File: src/rtl/alu_rs_pkg.sv
// Shared definitions for the ALU reservation station: default widths, the ALU
// op-code map, the layout of one station entry and the CDB tag-match helper.
package alu_rs_pkg;

   localparam int RS_DEPTH_DEF = 8;
   localparam int RS_TAG_W     = 4;
   localparam int RS_XLEN      = 32;
   localparam int RS_OP_W      = 5;

   // Op codes as decoded by the integer ALU (only bits [3:0] are significant).
   typedef enum logic [RS_OP_W-1:0] {
      ALU_NOP   = 5'b00000,
      ALU_ADD   = 5'b00001,
      ALU_SUB   = 5'b00010,
      ALU_AND   = 5'b00011,
      ALU_OR    = 5'b00100,
      ALU_XOR   = 5'b00101,
      ALU_SLL   = 5'b00110,
      ALU_SRL   = 5'b00111,
      ALU_SRA   = 5'b01000,
      ALU_SLT   = 5'b01001,
      ALU_SLTU  = 5'b01010,
      ALU_LUI   = 5'b01011,
      ALU_AUIPC = 5'b01100
   } alu_op_e;

   // One station slot. An operand is usable once its q*_v flag is clear.
   typedef struct packed {
      logic                valid;
      logic [RS_OP_W-1:0]  op;
      logic [RS_XLEN-1:0]  vj;
      logic                qj_v;
      logic [RS_TAG_W-1:0] qj;
      logic [RS_XLEN-1:0]  vk;
      logic                qk_v;
      logic [RS_TAG_W-1:0] qk;
      logic [RS_TAG_W-1:0] dest;
   } rs_entry_t;

   // True when a pending operand is satisfied by the broadcast on the CDB.
   function automatic logic tag_hit(
      input logic                q_v,
      input logic [RS_TAG_W-1:0] q,
      input logic                cdb_v,
      input logic [RS_TAG_W-1:0] cdb_tag
   );
      return q_v && cdb_v && (q == cdb_tag);
   endfunction

endpackage

File: src/rtl/alu_rs_select.sv
// Lowest-index priority encoder: returns whether any bit of the request vector
// is set and the index of the lowest set bit. Used for both the free-slot
// search and the ready-op pick.
module rs_select #(
   parameter int N     = 8,
   parameter int IDX_W = 3
) (
   input  logic [N-1:0]     i_vec,
   output logic             o_found,
   output logic [IDX_W-1:0] o_idx
);

   // Scan from the top down so the lowest set bit is the last one to win.
   always_comb begin
      o_found = |i_vec;
      o_idx   = '0;
      for (int i = N - 1; i >= 0; i--) begin
         o_idx = i_vec[i] ? IDX_W'(i) : o_idx;
      end
   end

endmodule

File: src/rtl/alu_rs.sv
// Reservation station in front of the combinational integer ALU. Holds
// dispatched ops until both operands are known (snooping the CDB), issues the
// lowest-index ready op each cycle and registers the ALU result for the CDB.
module alu_rs
   import alu_rs_pkg::*;
#(
   parameter int RS_DEPTH = RS_DEPTH_DEF
) (
   input  logic                clk_in,
   input  logic                rst_in,
   input  logic                rdy_in,
   input  logic                flush_in,
   input  logic                disp_valid_in,
   output logic                disp_ready_out,
   input  logic [RS_OP_W-1:0]  disp_op_in,
   input  logic [RS_XLEN-1:0]  disp_vj_in,
   input  logic                disp_qj_v_in,
   input  logic [RS_TAG_W-1:0] disp_qj_in,
   input  logic [RS_XLEN-1:0]  disp_vk_in,
   input  logic                disp_qk_v_in,
   input  logic [RS_TAG_W-1:0] disp_qk_in,
   input  logic [RS_TAG_W-1:0] disp_dest_in,
   input  logic                cdb_valid_in,
   input  logic [RS_TAG_W-1:0] cdb_tag_in,
   input  logic [RS_XLEN-1:0]  cdb_value_in,
   output logic [RS_XLEN-1:0]  alu_op1_out,
   output logic [RS_XLEN-1:0]  alu_op2_out,
   output logic [RS_OP_W-1:0]  alu_op_out,
   input  logic [RS_XLEN-1:0]  alu_result_in,
   output logic                res_valid_out,
   output logic [RS_TAG_W-1:0] res_tag_out,
   output logic [RS_XLEN-1:0]  res_value_out,
   input  logic                res_ready_in
);

   // Operand and tag widths follow the shared entry layout so the package
   // struct and this block can never disagree.
   localparam int TAG_W = RS_TAG_W;
   localparam int XLEN  = RS_XLEN;
   localparam int IDX_W = (RS_DEPTH > 1) ? $clog2(RS_DEPTH) : 1;

   rs_entry_t         r_ent [RS_DEPTH];
   logic              r_res_valid;
   logic [TAG_W-1:0]  r_res_tag;
   logic [XLEN-1:0]   r_res_value;

   logic [RS_DEPTH-1:0] w_free_vec;
   logic [RS_DEPTH-1:0] w_ready_vec;
   logic                w_free_found;
   logic [IDX_W-1:0]    w_free_idx;
   logic                w_iss_found;
   logic [IDX_W-1:0]    w_iss_idx;
   logic                w_disp;
   logic                w_issue;
   rs_entry_t           w_new_ent;

   // Per-slot free and ready flags, taken from registered state only.
   always_comb begin
      w_free_vec  = '0;
      w_ready_vec = '0;
      for (int i = 0; i < RS_DEPTH; i++) begin
         w_free_vec[i]  = !r_ent[i].valid;
         w_ready_vec[i] = r_ent[i].valid && !r_ent[i].qj_v && !r_ent[i].qk_v;
      end
   end

   rs_select #(
      .N     (RS_DEPTH),
      .IDX_W (IDX_W)
   ) u_free_sel (
      .i_vec   (w_free_vec),
      .o_found (w_free_found),
      .o_idx   (w_free_idx)
   );

   rs_select #(
      .N     (RS_DEPTH),
      .IDX_W (IDX_W)
   ) u_issue_sel (
      .i_vec   (w_ready_vec),
      .o_found (w_iss_found),
      .o_idx   (w_iss_idx)
   );

   assign disp_ready_out = w_free_found;
   assign w_disp         = disp_valid_in && w_free_found;
   assign w_issue        = w_iss_found && (!r_res_valid || res_ready_in);

   // Build the entry to be written on dispatch, capturing a same-edge CDB hit.
   always_comb begin
      w_new_ent       = '0;
      w_new_ent.valid = 1'b1;
      w_new_ent.op    = disp_op_in;
      w_new_ent.qj    = disp_qj_in;
      w_new_ent.qk    = disp_qk_in;
      w_new_ent.dest  = disp_dest_in;
      if (tag_hit(disp_qj_v_in, disp_qj_in, cdb_valid_in, cdb_tag_in)) begin
         w_new_ent.vj   = cdb_value_in;
         w_new_ent.qj_v = 1'b0;
      end else begin
         w_new_ent.vj   = disp_vj_in;
         w_new_ent.qj_v = disp_qj_v_in;
      end
      if (tag_hit(disp_qk_v_in, disp_qk_in, cdb_valid_in, cdb_tag_in)) begin
         w_new_ent.vk   = cdb_value_in;
         w_new_ent.qk_v = 1'b0;
      end else begin
         w_new_ent.vk   = disp_vk_in;
         w_new_ent.qk_v = disp_qk_v_in;
      end
   end

   // Drive the ALU from the selected ready slot, or all zeros when idle.
   always_comb begin
      if (w_iss_found) begin
         alu_op1_out = r_ent[w_iss_idx].vj;
         alu_op2_out = r_ent[w_iss_idx].vk;
         alu_op_out  = r_ent[w_iss_idx].op;
      end else begin
         alu_op1_out = '0;
         alu_op2_out = '0;
         alu_op_out  = '0;
      end
   end

   // Station state: flush, CDB wakeup, issue-free, dispatch write, result register.
   always_ff @(posedge clk_in or negedge rst_in) begin
      if (!rst_in) begin
         for (int i = 0; i < RS_DEPTH; i++) begin
            r_ent[i] <= '0;
         end
         r_res_valid <= 1'b0;
         r_res_tag   <= '0;
         r_res_value <= '0;
      end else if (rdy_in) begin
         if (flush_in) begin
            for (int i = 0; i < RS_DEPTH; i++) begin
               r_ent[i].valid <= 1'b0;
            end
            r_res_valid <= 1'b0;
            r_res_tag   <= '0;
            r_res_value <= '0;
         end else begin
            for (int i = 0; i < RS_DEPTH; i++) begin
               if (r_ent[i].valid) begin
                  if (tag_hit(r_ent[i].qj_v, r_ent[i].qj, cdb_valid_in, cdb_tag_in)) begin
                     r_ent[i].vj   <= cdb_value_in;
                     r_ent[i].qj_v <= 1'b0;
                  end
                  if (tag_hit(r_ent[i].qk_v, r_ent[i].qk, cdb_valid_in, cdb_tag_in)) begin
                     r_ent[i].vk   <= cdb_value_in;
                     r_ent[i].qk_v <= 1'b0;
                  end
               end
            end
            // The issued slot is valid and the dispatch slot is free, so the
            // two writes below never target the same entry.
            if (w_issue) begin
               r_ent[w_iss_idx].valid <= 1'b0;
            end
            if (w_disp) begin
               r_ent[w_free_idx] <= w_new_ent;
            end
            if (w_issue) begin
               r_res_valid <= 1'b1;
               r_res_tag   <= r_ent[w_iss_idx].dest;
               r_res_value <= alu_result_in;
            end else if (res_ready_in) begin
               r_res_valid <= 1'b0;
            end
         end
      end
   end

   assign res_valid_out = r_res_valid;
   assign res_tag_out   = r_res_tag;
   assign res_value_out = r_res_value;

endmodule

File: config.mk
export PLATFORM = sky130hd
export DESIGN_NAME = alu_rs
export DESIGN_NICKNAME = d
export VERILOG_FILES = /design/src/rtl/alu_rs_pkg.sv /design/src/rtl/alu_rs_select.sv /design/src/rtl/alu_rs.sv
export SDC_FILE = /design/constraint.sdc
export NUM_CORES = 2
export LEC_CHECK = 0
export BUFFER_PORTS_ARGS = -buffer_cell sky130_fd_sc_hd__clkbuf_2
export CAP_MARGIN = 30
export CORE_MARGIN = 1.5
export CORE_UTILIZATION = 32
export CTS_CLUSTER_DIAMETER = 120
export CTS_CLUSTER_SIZE = 30
export DETAILED_ROUTE_END_ITERATION = 6
export PLACE_DENSITY = 0.56
export SETUP_SLACK_MARGIN = 0.4
export SLEW_MARGIN = 20
export SYNTH_ARGS = -nofsm -noshare
export SYNTH_HDL_FRONTEND = slang
export SYNTH_SLANG_ARGS = --single-unit
export TNS_END_PERCENT = 5
File: constraint.sdc
create_clock -name clk_in -period 2.8 [get_ports clk_in]
set_input_delay 0.28 -clock clk_in [delete_from_list [all_inputs] [get_ports clk_in]]
set_output_delay 0.28 -clock clk_in [all_outputs]
set_load 0.005 [all_outputs]
# [Word level (Yosys, flattened, before mapping)]
# Index checks and enable logic that the tools add are counted.
[totals] ff_bits=709 in_bits=158 output_inout_bits=107 wordCells=302
[classes] n_lt_le_gt_ge=4 n_eq_ne=18 muxes=113 bitwise_logic=3 n_reduce_logical=89
[op_table] operator="672-bit two-way mux" n=4
[op_table] operator="33-bit two-way mux" n=66
[op_table] operator="672-bit bitwise mux" n=2
[op_table] operator="84-bit demux with 3-bit select" n=2
[op_table] operator="84-bit binary-select mux with 3-bit select" n=1
[op_table] operator="84-bit two-way mux" n=2
[op_table] operator="83-bit two-way mux" n=2
[op_table] operator="32-bit two-way mux" n=4
[op_table] operator="4-bit equality test" n=18
[op_table] operator="1-bit logical AND" n=56
[op_table] operator="3-bit two-way mux" n=16
[op_table] operator="1-bit logical NOT" n=25
[op_table] operator="8-bit OR reduction" n=2
[op_table] operator="1-bit two-way mux" n=11
[op_table] operator="4-bit greater-or-equal comparator (second input constant)" n=2
[op_table] operator="4-bit by 1-bit < comparator with 1-bit output (second input constant)" n=2
[op_table] operator="4-bit two-way mux" n=2
[op_table] operator="3-bit NOT with 4-bit output" n=2
[op_table] operator="2-bit AND reduction" n=3
[op_table] operator="5-bit two-way mux" n=1
[op_table] operator="3-bit nonzero test" n=1
[op_table] operator="2-bit nonzero test" n=1
[op_table] operator="1-bit logical OR" n=1
[op_table] operator="1-bit NOT" n=1

# [Logic depth before layout (Yosys ltp)]
[depth] word_depth=23 ltp_mapped=10 ltp_nobuf=6

# [By module]
# Synthesis repeated with hierarchy kept, for this count alone.
[unflattened] cells_unflattened=3812 area_unflattened_um2=35988.3
[modules_own_cells] module="alu_rs" instances=1 cells_per_inst=3786 area_per_inst_um2=35828.1 seq_area_each_um2=17742.0
[modules_own_cells] module="rs_select" instances=2 cells_per_inst=13 area_per_inst_um2=80.1 seq_area_each_um2=0.0

# [Worst setup path after synthesis]
# OpenSTA, ideal clock, no wires.
[synth_timing] path_type="register -> output" startpoint="register r_ent[633] (netlist bit)" endpoint="output alu_op1_out[19]" arrival_ns=2.086 required_time_ns=2.520 setup_slack_ns=0.434 path_stages_with_launch=9 n_path_buf=3 path_cell_list="dfrtp_1 or3b_2 and2_1 buf_4 nand2_2 buf_2 buf_1 o221ai_1 a21oi_1"
[synth_between] elab_chain_len=9 elab_cells_between_ends=10 cone_classes="5 x mux; 1 x bitwise; 4 x reduce/logical"
[synth_lines] element="from (decl)" line="alu_rs.sv:42" source="rs_entry_t r_ent [RS_DEPTH];"
[synth_lines] element="from (signal, indexed assignment)" line="alu_rs.sv:162" source="r_ent[w_free_idx] <= w_new_ent;"
[synth_lines] element="1-bit logical NOT *" line="alu_rs.sv:63" source="w_ready_vec[i] = r_ent[i].valid && !r_ent[i].qj_v && !r_ent[i].qk_v;"
[synth_lines] element="1-bit logical AND * (2 in a row)" line="alu_rs.sv:63"
[synth_lines] element="3-bit two-way mux" line="alu_rs_select.sv:18" source="o_idx = i_vec[i] ? IDX_W'(i) : o_idx;"
[synth_lines] element="3-bit NOT with 4-bit output (not written as such)" line="alu_rs.sv:116" source="alu_op1_out = r_ent[w_iss_idx].vj;"
[synth_lines] element="84-bit binary-select mux with 3-bit select" line="alu_rs.sv:116"
[synth_lines] element="83-bit two-way mux (2 in a row)"
[synth_lines] element="32-bit two-way mux *" line="alu_rs.sv:115" source="if (w_iss_found) begin"
[synth_lines] element="to (decl)" line="alu_rs.sv:26" source="output logic [RS_XLEN-1:0] alu_op1_out,"
# Every way passes the cells marked *; elsewhere a longest branch is shown, timed or not. The select of a mux whose other input is x is not followed.

# [Worst setup path after layout]
[layout_timing] startpoint="register r_ent[176] (netlist bit)" endpoint="output alu_op2_out[7]"
[layout_between] elab_chain_len=13 elab_cells_between_ends=14 cone_classes="10 x mux; 1 x bitwise; 3 x reduce/logical"
[layout_lines] element="1-bit logical NOT *" line="alu_rs.sv:63"
[layout_lines] element="1-bit logical AND *" line="alu_rs.sv:63"
[layout_lines] element="3-bit two-way mux (6 in a row)" line="alu_rs_select.sv:18"
[layout_lines] element="3-bit NOT with 4-bit output (not written as such)" line="alu_rs.sv:117" source="alu_op2_out = r_ent[w_iss_idx].vk;"
[layout_lines] element="84-bit binary-select mux with 3-bit select" line="alu_rs.sv:117"
[layout_lines] element="83-bit two-way mux (2 in a row)"
[layout_lines] element="32-bit two-way mux *" line="alu_rs.sv:115"
[layout_lines] element="to (decl)" line="alu_rs.sv:27" source="output logic [RS_XLEN-1:0] alu_op2_out,"
# Marks and branches as above.

==> flow_metrics.py <==
metrics = {
    "run_status": {
        "status": "finished, violations left",
        "failed_checks": "design-rule violations, negative setup slack",
    },
    "floorplan": {
        "num_rows": 119,
        "floorplan.initialDensity": 0.324,
        "ios": 265,
        "core-area_um2": 106000,
        "die-area_um2": 109000,
        "die_w_um": 330,
        "die_h_um": 330,
    },
    "power": {
        "power.total_mw": 23.2,
        "vdd_drop_max_v": 0.000575,
        "leakagePower_nw": 19.1,
        "cellPowerDensity_nw_per_um2": 546,
    },
    "setup_path": {
        "worst_ep_required_time_ns": 2.52,
        "regToRegStartpoint": "r_ent[428]",
        "endpoint_kind": "primary output",
        "critPathLaunch": "r_ent[176]",
        "critical_path_peak_fanout": 30,
        "critPathLaunchType": "register",
        "critPathKind": "reg -> out",
        "critical_path_arrival_ns": 3.11,
    },
    "final_layout": {
        "nets": 3949,
        "n_fill_cell": 10400,
        "drive_gt1_frac": 0.248,
        "diodes": 0,
        "area_growth_pct": 23.9,
    },
    "synthesis": {
        "ys_warn_count": 0,
        "yosys-top-cells-area": "dfrtp_1 52%, a221oi_1 7.1%, nor2_1 3.7%",
        "syn-mean-instance-area_um2": 9.91,
        "synthArstFlopShare": 1.00,
        "synth.yosys.seq_area_share": 0.517,
        "synth-simple-area-share": 0.0964,
        "synth_xor_area_frac": 0.0184,
        "yosysUniqueCellTypes": 65,
        "synthCells": 3460,
        "syn-cell-area_um2": 34300,
        "synth_common_cells": "709 x dfrtp_1, 334 x nor2_1, 320 x nand2_1",
        "synth.mux.area_fraction": 0.0447,
        "synth_top_family_by_area": "compound AO/OA/AOI/OAI gates",
        "synth_top_area_share": 0.517,
        "synth-seq-cells": 709,
        "synth_edf_count": 0,
        "synth_fp_nets": 3618,
        "synth-adder-area-share": 0,
        "yosysMostFrequentCell": "dfrtp_1",
        "synth-compound-area-share": 0.266,
        "yosys.area.top_type": "dfrtp_1",
        "synth_ff_type": "dfrtp_1",
    },
    "timing": {
        "finalHoldViolCount": 0,
        "period_share": 1.21,
        "rsz0062_at_grt": "true",
        "holdWs_ns": 0.0265,
        "final_max_slew_viol_count": 0,
        "slew_headroom": 0.364,
        "fmax_mhz": 295,
        "tightest_slew_ns": 0.950,
        "setup-violations-final": 69,
        "setup_ws_ns": -0.585,
        "fin_crit_ns": 3.39,
        "clock-skew-final_ns": 0.0852,
    },
    "drt": {
        "drc": 18,
        "drt_iter0_drc": 5010,
        "postRouteAntennaNets": 0,
        "viasPerCell": 6.36,
        "totalWireLength_um": 153000,
        "wl_per_cell_um": 29.6,
        "num_vias": 33000,
        "first_pass_iters": 7,
    },
    "clock_network": {
        "ctsRootBufferMaster": "clkbuf_16",
        "clockBufferDepth": 3,
        "cts-htree-levels": 1,
        "tritoncts": "done",
        "cts_buffers": 29,
        "clkSlewWorstSetupHoldPaths_ns": 0.12,
        "cts_sinks": 709,
        "clk_latency_ns": 0.71,
    },
    "global_routing": {
        "grt_overflow_total": 0,
        "grt_max_degree": 128,
        "grt_pass1_wl_um": 223000,
        "grt_pass1_vias": 32400,
        "antenna_found_initial": 3,
        "grt_use_total": 0.272,
    },
    "place": {
        "port_buffers": 264,
        "gp_congestion": 0.925,
        "dp_hpwl_um": 90700,
    },
    "hold_path": {
        "min_path_type": "in -> reg",
        "worstHoldStart": "disp_vk_in[15]",
    },
    "run": {
        "maxCapViolCount": 0,
    },
}
==> sequential cells by signal (all words and copies together), names as in the netlist <==
name,count
res_value_out,32
res_tag_out,4
r_ent,672
res_valid_out,1
==> power by group <==
group | internal [mW] | switching [mW] | total, mW | leakage, nW
Sequential | 11.5 | 0.827 | 12.4 | 9.05
Combinational | 2.31 | 2.96 | 5.26 | 9.63
Clock | 1.96 | 3.63 | 5.59 | 0.403
Total | 15.8 | 7.41 | 23.2 | 19.1
==> metal layers <==
| metal | vias up | part of all wire | global-route usage |
|---|---|---|---|
| met3 | 423 | 0.11 | 0.0591 |
| met1 | 16700 | 0.40 | 0.371 |
| met2 | 2166 | 0.44 | 0.415 |
| met5 | - | 0.00039 | 0.00478 |
| li1 | 13700 | - | - |
| met4 | 4 | 0.046 | 0.119 |
==> logic make-up after synthesis <==
group                     after synthesis
AOI/OAI and AO/OA                    1297
DFF                                   709
xor gates and xnor gates               72
buffers and inverters                 461
and+or+nand+nor                       778
muxes                                 143
==> through the flow <==
step | TNS [ns] | util | cells | instance area (um2) | setup slack (ns)
after floorplan | 0 | - | 3460 | 34300 | 0.434
after global placement | 0 | 0.372 | 5051 | 39300 | 0.00251
after detailed placement | 0 | 0.372 | 5052 | 39400 | 0.00989
after CTS | -30.93 | 0.396 | 5176 | 41900 | -0.532
after global routing | -38.83 | 0.402 | 5187 | 42500 | -0.635
final | -33.87 | 0.402 | 5187 | 42500 | -0.585
==> area by class of cell <==
type                    instances  area (um2)  share of cell area
repair buffers                673        6090               0.143
multi-input cells            2291       15800               0.371
flip-flops and latches        709       17700               0.417
clock inverters                 7         103             0.00241
inverters                      87         327             0.00768
well taps                    1391        1740              0.0409
clock buffers                  29         726              0.0171
==> critical path, cell delays in order (launching register included) <==
cell      delay (ns)
dfrtp_1         0.40
or3b_4          0.41
a21boi_4        0.15
buf_6           0.13
o211a_4         0.31
buf_12          0.20
a31oi_1         0.19
o221ai_1        0.15
a21oi_2         0.20
buf_4           0.16
buf_6           0.09
==> final timing paths <==
kind,slack (ns),cells past startpoint,end
setup / recovery,-0.59,10,alu_op2_out[7]
hold / removal,0.03,4,r_ent[192]
setup reg to reg,0.14,11,res_tag_out[1]
hold reg to reg,0.49,2,res_tag_out[1]
max in group asynchronous,1.53,3,r_ent[454]
min in group asynchronous,0.13,2,r_ent[330]
==> cell usage in the layout, fill, tap and decap left out, types with 31 or more instances in the layout <==
master,netlist,layout
a22o_1,39,39
nor2_1,334,329
mux2_2,82,80
nand2_1,320,319
a222oi_1,64,64
buf_4,11,231
inv_1,87,87
a21oi_1,244,212
clkbuf_16,0,33
a221oi_1,277,273
o221ai_1,136,113
o21ai_0,157,153
a31oi_2,0,31
dfrtp_1,709,708
a21oi_2,6,32
mux2i_1,61,60
a31oi_1,139,91
clkbuf_2,0,243
buf_12,0,82
o22ai_1,184,184
xor2_1,50,50
dlygate4sd3_1,0,54
==> repair_timing <==
action | CTS | global route
resized for setup | 121 | 107
setup buffers | 21 | 8
pin swaps | 28 | 51
gates cloned | 13 | 2
hold buffers | 54 | 0
hold endpoints to repair | 376 | 0
endpoints found under the setup margin | 126 | 165
Power figures use the tool's default switching activity.
